--- src/rtl/glob_cmd_scheduler_if.sv ---
// rtl/glob_cmd_scheduler_if.sv - host command port and per-controller issue buses of the global command scheduler
interface glob_cmd_scheduler_if #(
  parameter int address_vector_width = 8,
  parameter int sample_address_width = 8,
  parameter int fifo_depth           = 4
);
  localparam int count_width = $clog2(fifo_depth) + 1;

  logic                            cmd_valid;
  logic                            cmd_ready;
  logic [1:0]                      cmd_type;
  logic [1:0]                      cmd_target;
  logic [sample_address_width-1:0] cmd_arg0;
  logic [sample_address_width-1:0] cmd_arg1;
  logic [address_vector_width-1:0] cmd_dest;

  logic [3:0]                      glob_valid;
  logic [sample_address_width-1:0] glob_delay;
  logic [address_vector_width-1:0] glob_dest_addr;
  logic [3:0]                      pf_valid;
  logic [sample_address_width-1:0] pf_start;
  logic [sample_address_width-1:0] pf_stop;
  logic [address_vector_width-1:0] pf_dest;
  logic [3:0]                      write_flag;
  logic [3:0]                      pf_busy;
  logic                            err;
  logic [count_width-1:0]          fifo_count;

  modport master (
    output cmd_valid, cmd_type, cmd_target, cmd_arg0, cmd_arg1, cmd_dest,
    input  cmd_ready, glob_valid, glob_delay, glob_dest_addr, pf_valid, pf_start,
           pf_stop, pf_dest, write_flag, pf_busy, err, fifo_count
  );

  modport slave (
    input  cmd_valid, cmd_type, cmd_target, cmd_arg0, cmd_arg1, cmd_dest,
    output cmd_ready, glob_valid, glob_delay, glob_dest_addr, pf_valid, pf_start,
           pf_stop, pf_dest, write_flag, pf_busy, err, fifo_count
  );
endinterface

--- src/rtl/glob_cmd_scheduler.sv ---
// rtl/glob_cmd_scheduler.sv - in-order command FIFO issuing config/prefetch/write strobes to four local controllers
module glob_cmd_scheduler #(
  parameter int address_vector_width = 8,
  parameter int sample_address_width = 8,
  parameter int fifo_depth           = 4,
  parameter int pf_gap               = 2
) (
  input logic               CLK,
  input logic               reset,
  glob_cmd_scheduler_if.slave bus
);
  localparam int saw         = sample_address_width;
  localparam int avw         = address_vector_width;
  localparam int ptr_width   = (fifo_depth > 1) ? $clog2(fifo_depth) : 1;
  localparam int count_width = $clog2(fifo_depth) + 1;
  localparam int busy_width  = sample_address_width + 2;

  typedef enum logic [1:0] {
    CMD_CONFIG   = 2'b00,
    CMD_PREFETCH = 2'b01,
    CMD_WRITE    = 2'b10,
    CMD_RESERVED = 2'b11
  } cmd_kind_e;

  typedef struct packed {
    cmd_kind_e      kind;
    logic [1:0]     target;
    logic [saw-1:0] arg0;
    logic [saw-1:0] arg1;
    logic [avw-1:0] dest;
  } cmd_t;

  cmd_t                 fifo_mem [fifo_depth];
  logic [ptr_width-1:0] wr_ptr_q, wr_ptr_d;
  logic [ptr_width-1:0] rd_ptr_q, rd_ptr_d;
  logic [count_width-1:0] count_q, count_d;
  logic [3:0][busy_width-1:0] busy_q, busy_d;

  logic [3:0]     glob_valid_q, glob_valid_d;
  logic [saw-1:0] glob_delay_q, glob_delay_d;
  logic [avw-1:0] glob_dest_q, glob_dest_d;
  logic [3:0]     pf_valid_q, pf_valid_d;
  logic [saw-1:0] pf_start_q, pf_start_d;
  logic [saw-1:0] pf_stop_q, pf_stop_d;
  logic [avw-1:0] pf_dest_q, pf_dest_d;
  logic [3:0]     write_flag_q, write_flag_d;
  logic           err_q, err_d;

  cmd_t            head_cmd;
  cmd_t            push_cmd;
  logic            fifo_full;
  logic            fifo_empty;
  logic            push;
  logic            pop;
  logic            head_blocked;
  logic [saw-1:0]  pf_span;
  logic [busy_width-1:0] pf_len;

  assign fifo_full  = (count_q == count_width'(fifo_depth));
  assign fifo_empty = (count_q == '0);
  assign push       = bus.cmd_valid && !fifo_full;

  assign push_cmd.kind   = cmd_kind_e'(bus.cmd_type);
  assign push_cmd.target = bus.cmd_target;
  assign push_cmd.arg0   = bus.cmd_arg0;
  assign push_cmd.arg1   = bus.cmd_arg1;
  assign push_cmd.dest   = bus.cmd_dest;

  assign head_cmd = fifo_mem[rd_ptr_q];

  // Only a prefetch whose target is still streaming holds the head; everything behind waits in order.
  assign head_blocked = (head_cmd.kind == CMD_PREFETCH) && (busy_q[head_cmd.target] != '0);
  assign pop          = !fifo_empty && !head_blocked;

  // Span wraps modulo the sample address space, so stop < start is a long window, not a negative one.
  assign pf_span = head_cmd.arg1 - head_cmd.arg0;
  assign pf_len  = busy_width'(pf_span) + busy_width'(1) + busy_width'(pf_gap);

  always_comb begin
    wr_ptr_d = push ? wr_ptr_q + ptr_width'(1) : wr_ptr_q;
    rd_ptr_d = pop ? rd_ptr_q + ptr_width'(1) : rd_ptr_q;
    count_d  = count_q + count_width'(push) - count_width'(pop);
  end

  always_comb begin
    for (int i = 0; i < 4; i++) begin
      busy_d[i] = (busy_q[i] != '0) ? busy_q[i] - busy_width'(1) : busy_q[i];
    end
    if (pop && head_cmd.kind == CMD_PREFETCH) begin
      busy_d[head_cmd.target] = pf_len;
    end
  end

  always_comb begin
    glob_valid_d = '0;
    glob_delay_d = '0;
    glob_dest_d  = '0;
    pf_valid_d   = '0;
    pf_start_d   = '0;
    pf_stop_d    = '0;
    pf_dest_d    = '0;
    write_flag_d = '0;
    err_d        = 1'b0;
    if (pop) begin
      case (head_cmd.kind)
        CMD_CONFIG: begin
          glob_valid_d[head_cmd.target] = 1'b1;
          glob_delay_d                  = head_cmd.arg0;
          glob_dest_d                   = head_cmd.dest;
        end
        CMD_PREFETCH: begin
          pf_valid_d[head_cmd.target] = 1'b1;
          pf_start_d                  = head_cmd.arg0;
          pf_stop_d                   = head_cmd.arg1;
          pf_dest_d                   = head_cmd.dest;
        end
        CMD_WRITE: begin
          write_flag_d[head_cmd.target] = 1'b1;
        end
        CMD_RESERVED: begin
          err_d = 1'b1;
        end
      endcase
    end
  end

  always_ff @(posedge CLK) begin
    if (push) begin
      fifo_mem[wr_ptr_q] <= push_cmd;
    end
  end

  always_ff @(posedge CLK or negedge reset) begin
    if (!reset) begin
      wr_ptr_q     <= '0;
      rd_ptr_q     <= '0;
      count_q      <= '0;
      busy_q       <= '0;
      glob_valid_q <= '0;
      glob_delay_q <= '0;
      glob_dest_q  <= '0;
      pf_valid_q   <= '0;
      pf_start_q   <= '0;
      pf_stop_q    <= '0;
      pf_dest_q    <= '0;
      write_flag_q <= '0;
      err_q        <= 1'b0;
    end else begin
      wr_ptr_q     <= wr_ptr_d;
      rd_ptr_q     <= rd_ptr_d;
      count_q      <= count_d;
      busy_q       <= busy_d;
      glob_valid_q <= glob_valid_d;
      glob_delay_q <= glob_delay_d;
      glob_dest_q  <= glob_dest_d;
      pf_valid_q   <= pf_valid_d;
      pf_start_q   <= pf_start_d;
      pf_stop_q    <= pf_stop_d;
      pf_dest_q    <= pf_dest_d;
      write_flag_q <= write_flag_d;
      err_q        <= err_d;
    end
  end

  assign bus.cmd_ready      = !fifo_full;
  assign bus.fifo_count     = count_q;
  assign bus.glob_valid     = glob_valid_q;
  assign bus.glob_delay     = glob_delay_q;
  assign bus.glob_dest_addr = glob_dest_q;
  assign bus.pf_valid       = pf_valid_q;
  assign bus.pf_start       = pf_start_q;
  assign bus.pf_stop        = pf_stop_q;
  assign bus.pf_dest        = pf_dest_q;
  assign bus.write_flag     = write_flag_q;
  assign bus.err            = err_q;

  for (genvar g = 0; g < 4; g++) begin : g_busy
    assign bus.pf_busy[g] = (busy_q[g] != '0);
  end
endmodule

--- src/flat_wrapper.sv ---
// flat-port wrapper written by rule: the top's interface ports become plain ports
module glob_cmd_scheduler_flat 
#(
  parameter int address_vector_width = 8,
  parameter int sample_address_width = 8,
  parameter int fifo_depth           = 4,
  parameter int pf_gap               = 2
)
  (CLK, reset, bus_cmd_valid, bus_cmd_type, bus_cmd_target, bus_cmd_arg0, bus_cmd_arg1, bus_cmd_dest, bus_cmd_ready, bus_glob_valid, bus_glob_delay, bus_glob_dest_addr, bus_pf_valid, bus_pf_start, bus_pf_stop, bus_pf_dest, bus_write_flag, bus_pf_busy, bus_err, bus_fifo_count);
  glob_cmd_scheduler_if #(.address_vector_width(address_vector_width), .sample_address_width(sample_address_width), .fifo_depth(fifo_depth)) bus_i ();
  input logic CLK;
  input logic reset;
  input wire logic [$bits(bus_i.cmd_valid)-1:0] bus_cmd_valid;
  input wire logic [$bits(bus_i.cmd_type)-1:0] bus_cmd_type;
  input wire logic [$bits(bus_i.cmd_target)-1:0] bus_cmd_target;
  input wire logic [$bits(bus_i.cmd_arg0)-1:0] bus_cmd_arg0;
  input wire logic [$bits(bus_i.cmd_arg1)-1:0] bus_cmd_arg1;
  input wire logic [$bits(bus_i.cmd_dest)-1:0] bus_cmd_dest;
  output wire logic [$bits(bus_i.cmd_ready)-1:0] bus_cmd_ready;
  output wire logic [$bits(bus_i.glob_valid)-1:0] bus_glob_valid;
  output wire logic [$bits(bus_i.glob_delay)-1:0] bus_glob_delay;
  output wire logic [$bits(bus_i.glob_dest_addr)-1:0] bus_glob_dest_addr;
  output wire logic [$bits(bus_i.pf_valid)-1:0] bus_pf_valid;
  output wire logic [$bits(bus_i.pf_start)-1:0] bus_pf_start;
  output wire logic [$bits(bus_i.pf_stop)-1:0] bus_pf_stop;
  output wire logic [$bits(bus_i.pf_dest)-1:0] bus_pf_dest;
  output wire logic [$bits(bus_i.write_flag)-1:0] bus_write_flag;
  output wire logic [$bits(bus_i.pf_busy)-1:0] bus_pf_busy;
  output wire logic [$bits(bus_i.err)-1:0] bus_err;
  output wire logic [$bits(bus_i.fifo_count)-1:0] bus_fifo_count;
  assign bus_i.cmd_valid = bus_cmd_valid;
  assign bus_i.cmd_type = bus_cmd_type;
  assign bus_i.cmd_target = bus_cmd_target;
  assign bus_i.cmd_arg0 = bus_cmd_arg0;
  assign bus_i.cmd_arg1 = bus_cmd_arg1;
  assign bus_i.cmd_dest = bus_cmd_dest;
  assign bus_cmd_ready = bus_i.cmd_ready;
  assign bus_glob_valid = bus_i.glob_valid;
  assign bus_glob_delay = bus_i.glob_delay;
  assign bus_glob_dest_addr = bus_i.glob_dest_addr;
  assign bus_pf_valid = bus_i.pf_valid;
  assign bus_pf_start = bus_i.pf_start;
  assign bus_pf_stop = bus_i.pf_stop;
  assign bus_pf_dest = bus_i.pf_dest;
  assign bus_write_flag = bus_i.write_flag;
  assign bus_pf_busy = bus_i.pf_busy;
  assign bus_err = bus_i.err;
  assign bus_fifo_count = bus_i.fifo_count;
  glob_cmd_scheduler #(.address_vector_width(address_vector_width), .sample_address_width(sample_address_width), .fifo_depth(fifo_depth), .pf_gap(pf_gap)) u_core (.CLK(CLK), .reset(reset), .bus(bus_i));
endmodule
--- config.mk ---
export PLATFORM = sky130hd
export DESIGN_NAME = glob_cmd_scheduler_flat
export DESIGN_NICKNAME = d
export VERILOG_FILES = /design/src/rtl/glob_cmd_scheduler_if.sv /design/src/rtl/glob_cmd_scheduler.sv /design/src/flat_wrapper.sv
export SDC_FILE = /design/constraint.sdc
export NUM_CORES = 1
export LEC_CHECK = 0
export CAP_MARGIN = 30
export CORE_MARGIN = 2
export CORE_UTILIZATION = 40
export CTS_BUF_LIST = sky130_fd_sc_hd__clkbuf_4
export DETAILED_ROUTE_END_ITERATION = 7
export GPL_TIMING_DRIVEN = 0
export SLEW_MARGIN = 20
export SYNTH_ARGS = -nofsm -noshare
export SYNTH_HDL_FRONTEND = slang
export SYNTH_SLANG_ARGS = --single-unit
--- constraint.sdc ---
create_clock -name CLK -period 7.8 [get_ports CLK]
set_input_delay 1.56 -clock CLK [delete_from_list [all_inputs] [get_ports CLK]]
set_output_delay 1.56 -clock CLK [all_outputs]
set_load 0.05 [all_outputs]
### Word level (Yosys, flattened, before mapping)

Memories as Yosys holds them, arrays and structs flattened.
Index checks and enable logic that the tools add are counted.
Widths: inputs -> output; s select.

* add/subtract/negate cells: 11
* $lt $le $gt $ge: 2
* eq/ne operators: 4
* mux-type cells: 32
* reductions and logical operators: 15

Operators by type and width (count)
* $mux 8: 10
* $mux 10: 6
* $reduce_bool 10->1: 5
* $bwmux 40: 1
* $mux 40: 1
* $sub 10x1->10 const B: 4
* $mux 4: 6
* $bmux 10 s2: 1
* $demux 10 s2: 1
* $add 10x2->10 const B: 1
* $add 8x1->9 const B: 1
* $sub 8x8->8: 1
* $logic_and 1x1->1: 5
* $mux 1: 5
* $add 2x1->2 const B: 2
* $eq 2x2->1 const B: 2
* $add 3x1->3: 1
* $eq 3x3->1 const B: 1
* $logic_not 1->1: 3
* $logic_not 3->1: 1
* $lt 2x3->1 const B: 1
* $sub 3x1->3: 1
* $demux 1 s2: 1
* $eq 2x1->1 const B: 1
* other kinds (2): 2

* flip-flop bits (word level): 100
* memory bits (writable): 112
* bits of input ports: 31
* output and inout bits: 61
* word-level logic and storage cells: 81
* memories: 1

Memories
* u_core.fifo_mem: words 4, bits a word 28, read ports 1, clocked after memory_dff 0, wr ports 1, line glob_cmd_scheduler.sv:33 `cmd_t fifo_mem [fifo_depth];`

### Logic depth before layout (Yosys ltp)

Gate-level depths: netlist of run 1.
An unclocked memory read counts as a cell.

* word-level depth: 9
* mapped depth: 15

### Least setup slack after synthesis of run 1

Ideal clock, no wire load.

* path kind: flip-flop to flip-flop
* start: register u_core.rd_ptr_q[0]
* end: register u_core.busy_q[37] in the netlist's numbering
* data arrival time: 3927 ps
* data required time: 7665 ps
* path slack: 3738 ps
* stages on the path, launching flop included: 16
* path buffers: 2
* cell sequence: dfrtp_1 -> buf_2 -> buf_1 -> mux4_2 -> inv_1 -> ha_1 -> inv_1 -> fa_1 -> a211oi_1 -> nor2_1 -> xnor2_1 -> nand3b_1 -> nor3b_1 -> o31ai_1 -> xnor2_1 -> mux2i_1

RTL lines
* start: declaration: line glob_cmd_scheduler.sv:35 `logic [ptr_width-1:0] rd_ptr_q, rd_ptr_d;`
* start signal: assignment: line glob_cmd_scheduler.sv:150 `rd_ptr_q <= rd_ptr_d;`
* end signal: assignment: line glob_cmd_scheduler.sv:152 `busy_q <= busy_d;`
* end: declaration: line glob_cmd_scheduler.sv:37 `logic [3:0][busy_width-1:0] busy_q, busy_d;`

==> summary.txt, run 1 <==
Outcome
  – Outcome: completed

Setup path
  – Crit path launch type: flop
  – Slowest stage delay, CP: 0.66 ns
  – Worst reg2reg setup slack: 2.96 ns
  – Crit Path Max Fanout: 10
  – Critical Path RT: 8.36 ns
  – Cell with the largest stage delay on the worst path: sky130_fd_sc_hd__buf_1
  – Crit Path Category: reg2reg
  – CP Data Arrival Time: 5.41 ns
  – Capturing element type of the critical path: flop
  – Crit path cell chain: buf_2, buf_1, mux4_2, inv_1, ha_1, inv_1, fa_1, xor2_1, nand3_1, nor4_1, a21oi_1, nor3_1, nand3_1, o211ai_1

Synth
  – Number of enable-type register cells in the synthesized netlist: 112
  – Main synth FF type: sky130_fd_sc_hd__edfxtp_1
  – Sequential share of the synthesized area: 66.1%
  – Fraction of synthesis flops using an asynchronous set or reset pin: 47.2%
  – Post-Synthesis Mean Instance Area: 14.2 sq um
  – FF+latch count, synth: 212
  – Synthesis Warnings: 0
  – Top post-synthesis cells by count: sky130_fd_sc_hd__edfxtp_1 (112), sky130_fd_sc_hd__dfrtp_1 (100), sky130_fd_sc_hd__nor2_1 (66), sky130_fd_sc_hd__a21oi_1 (34), sky130_fd_sc_hd__and2_1 (30)
  – Count of unique library cells instantiated by Yosys: 52
  – Top-area cell type share of the netlist area: 37.9%
  – Cell with the most instances after synthesis: sky130_fd_sc_hd__edfxtp_1
  – Gate count of the mapped netlist: 625
  – Syn Std Cell Area: 8870 sq um
  – Cell type with the highest aggregate area in the netlist: sky130_fd_sc_hd__edfxtp_1
  – Syn nets: 677
  – Cell types with the largest area share after synthesis: sky130_fd_sc_hd__edfxtp_1 (38%), sky130_fd_sc_hd__dfrtp_1 (28%), sky130_fd_sc_hd__mux4_2 (7.1%)

Finish
  – Layout filler cell count: 1884
  – Area used by sequential logic in the layout: 5870 sq um
  – Share of cells above drive strength 1: 17.9%
  – Final cell utilization of the core: 50.3%
  – Layout overhead on the synthesized area: 23.7%
  – Layout net count: 831
  – Area of combinational cells with multiple inputs: 2830 sq um

GRT
  – Most crowded layer after global routing: met2
  – Overall Global Routing Usage: 17.2%
  – Largest net degree at the start of global routing: 54
  – Remaining global-route overflow: 0
  – Initial antenna violation count: 1
  – Via count of the first global-routing pass: 6063
  – Met2 usage: 29.9%
  – Global-route wire length before repair: 31500 microns
  – Global Route met3 Usage: 3.94%
  – M1 GR Usage: 20.5%

Timing
  – Post-route clock period utilization: 62.1%
  – Hold Fails Final Rpt: 0
  – Final min period: 4.84 ns
  – Number of failing setup endpoints in the final timing report: 0
  – Transition time of the tightest slew-check pin: 0.834 ns
  – Setup clock skew after layout: 0.0333 ns
  – Top achievable clock speed: 207 MHz
  – Fin Setup TNS: 0 ns
  – Tightest slew margin relative to the limit: 44.1%
  – Count of final max-slew check failures: 0
  – Unrepaired setup endpoints after global routing: false

Die
  – Std-Cell Rows: 54
  – Area of the core: 21800 sq um
  – Die boundary height: 153 microns
  – I/O pin total: 92
  – Area of the die: 23400 sq um
  – Die span in x: 153 microns
  – Starting density of the core: 40.7%

Job
  – Max-cap violations: 0

Clocking
  – Worst-skew pair later-pin latency: 0.67 ns
  – Post-CTS Hold Buffers: 0
  – Clock Pin Slew Worst Setup and Hold Paths: 0.07 ns
  – H-tree lvl count: 2
  – Number of CTS-inserted buffers: 55
  – Cells resized by post-CTS repair: 0
  – CTS tree: done
  – CTS root buf: sky130_fd_sc_hd__clkbuf_4
  – Clock tree sinks: 212
  – Setup repair bufs after CTS: 0
  – Clock tree buffer depth: 3

Place
  – Half-perimeter wire length after detailed placement: 13400 microns
  – Final weighted congestion in routability-driven placement: 0.890
  – Number of input and output port buffers inserted: 91

Route
  – Number of iterations in the first detailed-routing pass: 5
  – Post-DR wirelength/cell: 17.8 microns
  – Number of DRC violations after detailed routing: 0
  – Iter 0 DRT Violations: 241
  – Drt total wl: 19700 microns
  – Via total after detailed routing: 5624
  – Vias per cell: 5.10
  – Count of nets left with antenna violations after detail routing: 0

Hold path
  – Worst min path class: reg2reg
## registers in the layout, indices dropped and copies added (netlist names), 8 cells and up
signal / count
u_core.bus.pf_stop: 8
u_core.bus.pf_dest: 8
u_core.bus.glob_delay: 8
u_core.bus.glob_dest_addr: 8
u_core.busy_q: 40
u_core.fifo_mem: 112
u_core.bus.pf_start: 8
## layout make-up
type	count	area share [%]
Clock inverter	15	0.604
Sequential cell	212	53.4
Tap cell	280	3.19
Inverter	29	0.991
Antenna cell	1	0.0228
Timing Repair Buffer	97	9.46
Multi-Input combinational cell	369	25.7
Clock buffer	85	5.81
Buffer	15	0.752
## final timing paths
path,start,end,cells after the start
worst min register to register,u_core.busy_q[26],u_core.busy_q[26],2
max in group asynchronous,reset,u_core.bus.pf_dest[4],2
worst min-delay path,u_core.busy_q[26],u_core.busy_q[26],2
min in group asynchronous,reset,u_core.busy_q[0],1
worst max register to register,u_core.rd_ptr_q[0],u_core.busy_q[18],14
worst max-delay path,u_core.rd_ptr_q[0],u_core.busy_q[18],14
## worst max-delay path: cells and delay by family, from the launching register on
kind	cells	cell delay (ns)
AOI/OAI and AO/OA	2	0.39
and+or+nand+nor	4	1.22
xor gates and xnor gates	1	0.37
DFF	1	0.41
buffers and inverters	4	1.17
adders and majority gates	2	0.55
muxes	1	0.62
## metal layers
metal | routed length [microns] | share of wire (%) | vias up
met1 | 8070 | 41 | 2785
met4 | 625 | 3.2 | 0
met2 | 9990 | 51 | 158
met5 | 0 | 0 | -
li1 | - | - | 2628
met3 | 983 | 5.0 | 53
## layout by cell type, fill, tap and decap left out, types with 5 or more instances in the layout
master                            count
sky130_fd_sc_hd__clkdlybuf4s50_1     90
sky130_fd_sc_hd__and2_1              30
sky130_fd_sc_hd__or4_1                6
sky130_fd_sc_hd__xnor2_1             28
sky130_fd_sc_hd__nand3_1              6
sky130_fd_sc_hd__nor4_1               8
sky130_fd_sc_hd__and3_1               5
sky130_fd_sc_hd__edfxtp_1           112
sky130_fd_sc_hd__inv_1               26
sky130_fd_sc_hd__clkbuf_4            85
sky130_fd_sc_hd__clkbuf_1             5
sky130_fd_sc_hd__nor3b_1              5
sky130_fd_sc_hd__or3_1                6
sky130_fd_sc_hd__nor3_1              20
sky130_fd_sc_hd__dfrtp_1            100
sky130_fd_sc_hd__o21ai_0             13
sky130_fd_sc_hd__o21ai_1              5
sky130_fd_sc_hd__nand2_1             21
sky130_fd_sc_hd__ha_1                19
sky130_fd_sc_hd__mux4_2              28
sky130_fd_sc_hd__clkinv_1            12
sky130_fd_sc_hd__a21oi_1             34
sky130_fd_sc_hd__xor2_1              12
sky130_fd_sc_hd__nor2_1              66
sky130_fd_sc_hd__nand2b_1            10
## per-stage QoR
stage	hold slack, ns	cells	instance area [sq um]	setup WS, ns
2_1_floorplan	0.505	625	8870	3.74
3_3_place_gp	0.533	996	10100	1.32
3_5_place_dp	0.535	1001	10300	2.87
4_1_cts	0.552	1101	11000	2.84
5_1_grt	0.601	1103	11000	2.47
6_report	0.554	1103	11000	2.96
## cell families after synthesis
group                      Yosys count  synth area share [%]
AOI/OAI and AO/OA                   75                  5.01
adders and majority gates           21                  3.13
buffers and inverters               44                  2.16
and+or+nand+nor                    201                  11.9
muxes                               31                  7.44
xor gates and xnor gates            41                  4.22
DFF                                212                  66.1
Power of run 1 is not shown: default switching activity piles up to over one toggle a cycle in this logic, so the estimate is an artifact.
==> inputs of run 2 (changes only) <==
==> constraint.sdc (replaced) <==
create_clock -name CLK -period 4.2 [get_ports CLK]
set_input_delay 0.84 -clock CLK [delete_from_list [all_inputs] [get_ports CLK]]
set_output_delay 0.84 -clock CLK [all_outputs]
set_load 0.05 [all_outputs]
==> run 2 against run 1 <==
Sequential cell count did not move. Cell count rose by 0.36%. Register-to-register slack got worse by 2.8 ns. Sequential share of layout area fell by 0.42 points. Core utilization rose by 0.40 points. Global-route usage rose by 0.050 points. First-iteration DRC count rose by 17%. Non-clock buffer count did not move. Via count barely moved. Clock-buffer cell count did not move. Cell area rose by 0.80%. Wire length rose by 0.23%. Largest cell class unchanged.
==> summary.txt, run 2 (synthesis results as in run 1) <==
Finish
  – Layout filler cell count: 1866
  – Largest registers: u_core.fifo_mem x112, u_core.busy_q x40
  – Share of cells above drive strength 1: 19.6%
  – Layout overhead on the synthesized area: 24.7%
  – Layout net count: 831
  – Final non-filler cell total: 1107
  – Area of combinational cells with multiple inputs: 2890 sq um
  – Flip-flop count of the largest register after layout: 112
  – Most common library cell in the layout ignoring fill and taps: sky130_fd_sc_hd__edfxtp_1
  – Commonest cells after routing, fill and taps aside: sky130_fd_sc_hd__edfxtp_1 (112), sky130_fd_sc_hd__dfrtp_1 (100), sky130_fd_sc_hd__clkdlybuf4s50_1 (90), sky130_fd_sc_hd__clkbuf_4 (85), sky130_fd_sc_hd__nor2_1 (66)
  – Largest Register: u_core.fifo_mem
  – Area used by sequential logic in the layout: 5870 sq um

Clocking
  – CTS root buf: sky130_fd_sc_hd__clkbuf_4
  – Post-CTS Hold Buffers: 0
  – H-tree lvl count: 2
  – CTS tree: done
  – Clock Pin Slew Worst Setup and Hold Paths: 0.07 ns
  – Clock tree buffer depth: 3
  – Worst-skew pair later-pin latency: 0.67 ns
  – Clock tree sinks: 212
  – Number of CTS-inserted buffers: 55

Setup path
  – Worst R2R End: u_core.busy_q[27]
  – CP top delay family: simple AND/OR/NAND/NOR gates
  – Critical Path Start: u_core.rd_ptr_q[0]
  – Slowest stage delay, CP: 0.53 ns
  – Cell with the largest stage delay on the worst path: sky130_fd_sc_hd__mux4_2
  – Crit path cell chain: buf_6, buf_6, mux4_2, inv_1, ha_1, inv_1, fa_1, a211oi_2, nor2_1, xnor2_2, nand3b_1, nor3_1, xnor2_1, xnor2_2, a21oi_1
  – Worst reg2reg setup slack: 0.18 ns
  – CP Data Arrival Time: 4.53 ns
  – Critical register-to-register path startpoint: u_core.rd_ptr_q[0]
  – Critical Path RT: 4.71 ns
  – CP bufs+invs: 4
  – Capturing element type of the critical path: flop
  – Critical Path End: u_core.busy_q[27]
  – Crit path launch type: flop
  – Count of cells along the worst register-to-register path: 15
  – Depth of the critical timing path with buffers and inverters included: 15
  – Crit Path Max Fanout: 10
  – Crit Path Category: reg2reg

Place
  – Number of cells in the design after placement: 1001
  – Number of input and output port buffers inserted: 91
  – Half-perimeter wire length after detailed placement: 13400 microns
  – Final weighted congestion in routability-driven placement: 0.890

Timing
  – Fin Setup TNS: 0 ns
  – Hold slack final: 0.116 ns
  – Hold Fails Final Rpt: 0
  – Transition time of the tightest slew-check pin: 0.841 ns
  – Post-route clock period utilization: 95.8%
  – Top achievable clock speed: 249 MHz
  – Count of final max-slew check failures: 0
  – Number of failing setup endpoints in the final timing report: 0
  – Setup clock skew after layout: 0.0405 ns
  – Tightest slew margin relative to the limit: 43.6%
  – Final min period: 4.02 ns

Route
  – Count of nets left with antenna violations after detail routing: 0
  – Via total after detailed routing: 5622
  – Post-DR wirelength/cell: 17.8 microns
  – Vias per cell: 5.08
  – Iter 0 DRT Violations: 282
  – Drt total wl: 19700 microns
  – Number of iterations in the first detailed-routing pass: 4
  – Number of DRC violations after detailed routing: 0

Die
  – Area of the core: 21800 sq um
  – Std-Cell Rows: 54
  – Starting density of the core: 40.7%
  – Die boundary height: 153 microns
  – Area of the die: 23400 sq um
  – I/O pin total: 92
  – Die span in x: 153 microns

Job
  – Max-cap violations: 0

Outcome
  – Outcome: completed

GRT
  – Largest net degree at the start of global routing: 54
  – Global-route wire length before repair: 31600 microns
  – Overall Global Routing Usage: 17.2%
  – Remaining global-route overflow: 0
  – Initial antenna violation count: 1
  – Via count of the first global-routing pass: 6078

Hold path
  – Worst min path class: in2async
run 2: cell count changes in the layout (fill, tap and decap cells not counted), sizes merged:
cell   change
diode      +4
run 2: area by class of cell:
class | count | share of cell area (%)
Timing Repair Buffer | 97 | 9.35
Inverter | 29 | 0.984
Multi-Input combinational cell | 369 | 26.1
Buffer | 15 | 0.893
Tap cell | 280 | 3.17
Clock inverter | 15 | 0.599
Clock buffer | 85 | 5.77
Antenna cell | 5 | 0.113
Sequential cell | 212 | 53.0
run 2: layer usage:
| layer | global-route usage, % | part of all wire (%) | up-vias |
|---|---|---|---|
| met1 | 20.6 | 41 | 2807 |
| met5 | 0 | 0 | - |
| met2 | 30.0 | 51 | 133 |
| met4 | 7.28 | 3.4 | 0 |
| li1 | - | - | 2631 |
| met3 | 3.94 | 4.0 | 51 |
run 2: worst min-delay path by stage:
stage,startpoint,end,slack [ns]
4_1_cts,reset,u_core.bus.pf_valid[0],0.08
3_5_place_dp,u_core.busy_q[26],u_core.busy_q[26],0.53
2_1_floorplan,u_core.busy_q[26],u_core.busy_q[26],0.51
5_1_grt,reset,u_core.bus.pf_valid[0],0.1
3_3_place_gp,u_core.busy_q[6],u_core.busy_q[6],0.53
6_report,reset,u_core.busy_q[0],0.12
run 2: worst reg2reg max path, stage by stage, from the launching register on:
cell	delay, ns
sky130_fd_sc_hd__dfrtp_1	0.43
sky130_fd_sc_hd__buf_6	0.21
sky130_fd_sc_hd__buf_6	0.21
sky130_fd_sc_hd__mux4_2	0.54
sky130_fd_sc_hd__inv_1	0.09
sky130_fd_sc_hd__ha_1	0.14
sky130_fd_sc_hd__inv_1	0.07
sky130_fd_sc_hd__fa_1	0.45
sky130_fd_sc_hd__a211oi_2	0.26
sky130_fd_sc_hd__nor2_1	0.14
sky130_fd_sc_hd__xnor2_2	0.21
sky130_fd_sc_hd__nand3b_1	0.27
sky130_fd_sc_hd__nor3_1	0.31
sky130_fd_sc_hd__xnor2_1	0.15
sky130_fd_sc_hd__xnor2_2	0.28
sky130_fd_sc_hd__a21oi_1	0.11
run 2: metrics by stage:
step / utilization, % / setup WS [ns] / instance area [sq um]
5_1_grt: 50.7 / -0.0357 / 11100
6_report: 50.7 / 0.178 / 11100
2_1_floorplan: - / 0.138 / 8870
3_3_place_gp: 46.4 / -1.56 / 10100
3_5_place_dp: 47.0 / -0.734 / 10300
4_1_cts: 50.5 / 0.0150 / 11000
run 2: what timing repair did:
| item | 4_1_cts | 5_1_grt |
|---|---|---|
| gates cloned | 0 | 0 |
| endpoints found under the setup margin | 28 | 24 |
| pin swaps | 0 | 3 |
| setup buffers | 0 | 1 |
| resized for setup | 16 | 8 |
Power of run 2 is left out for the same reason.
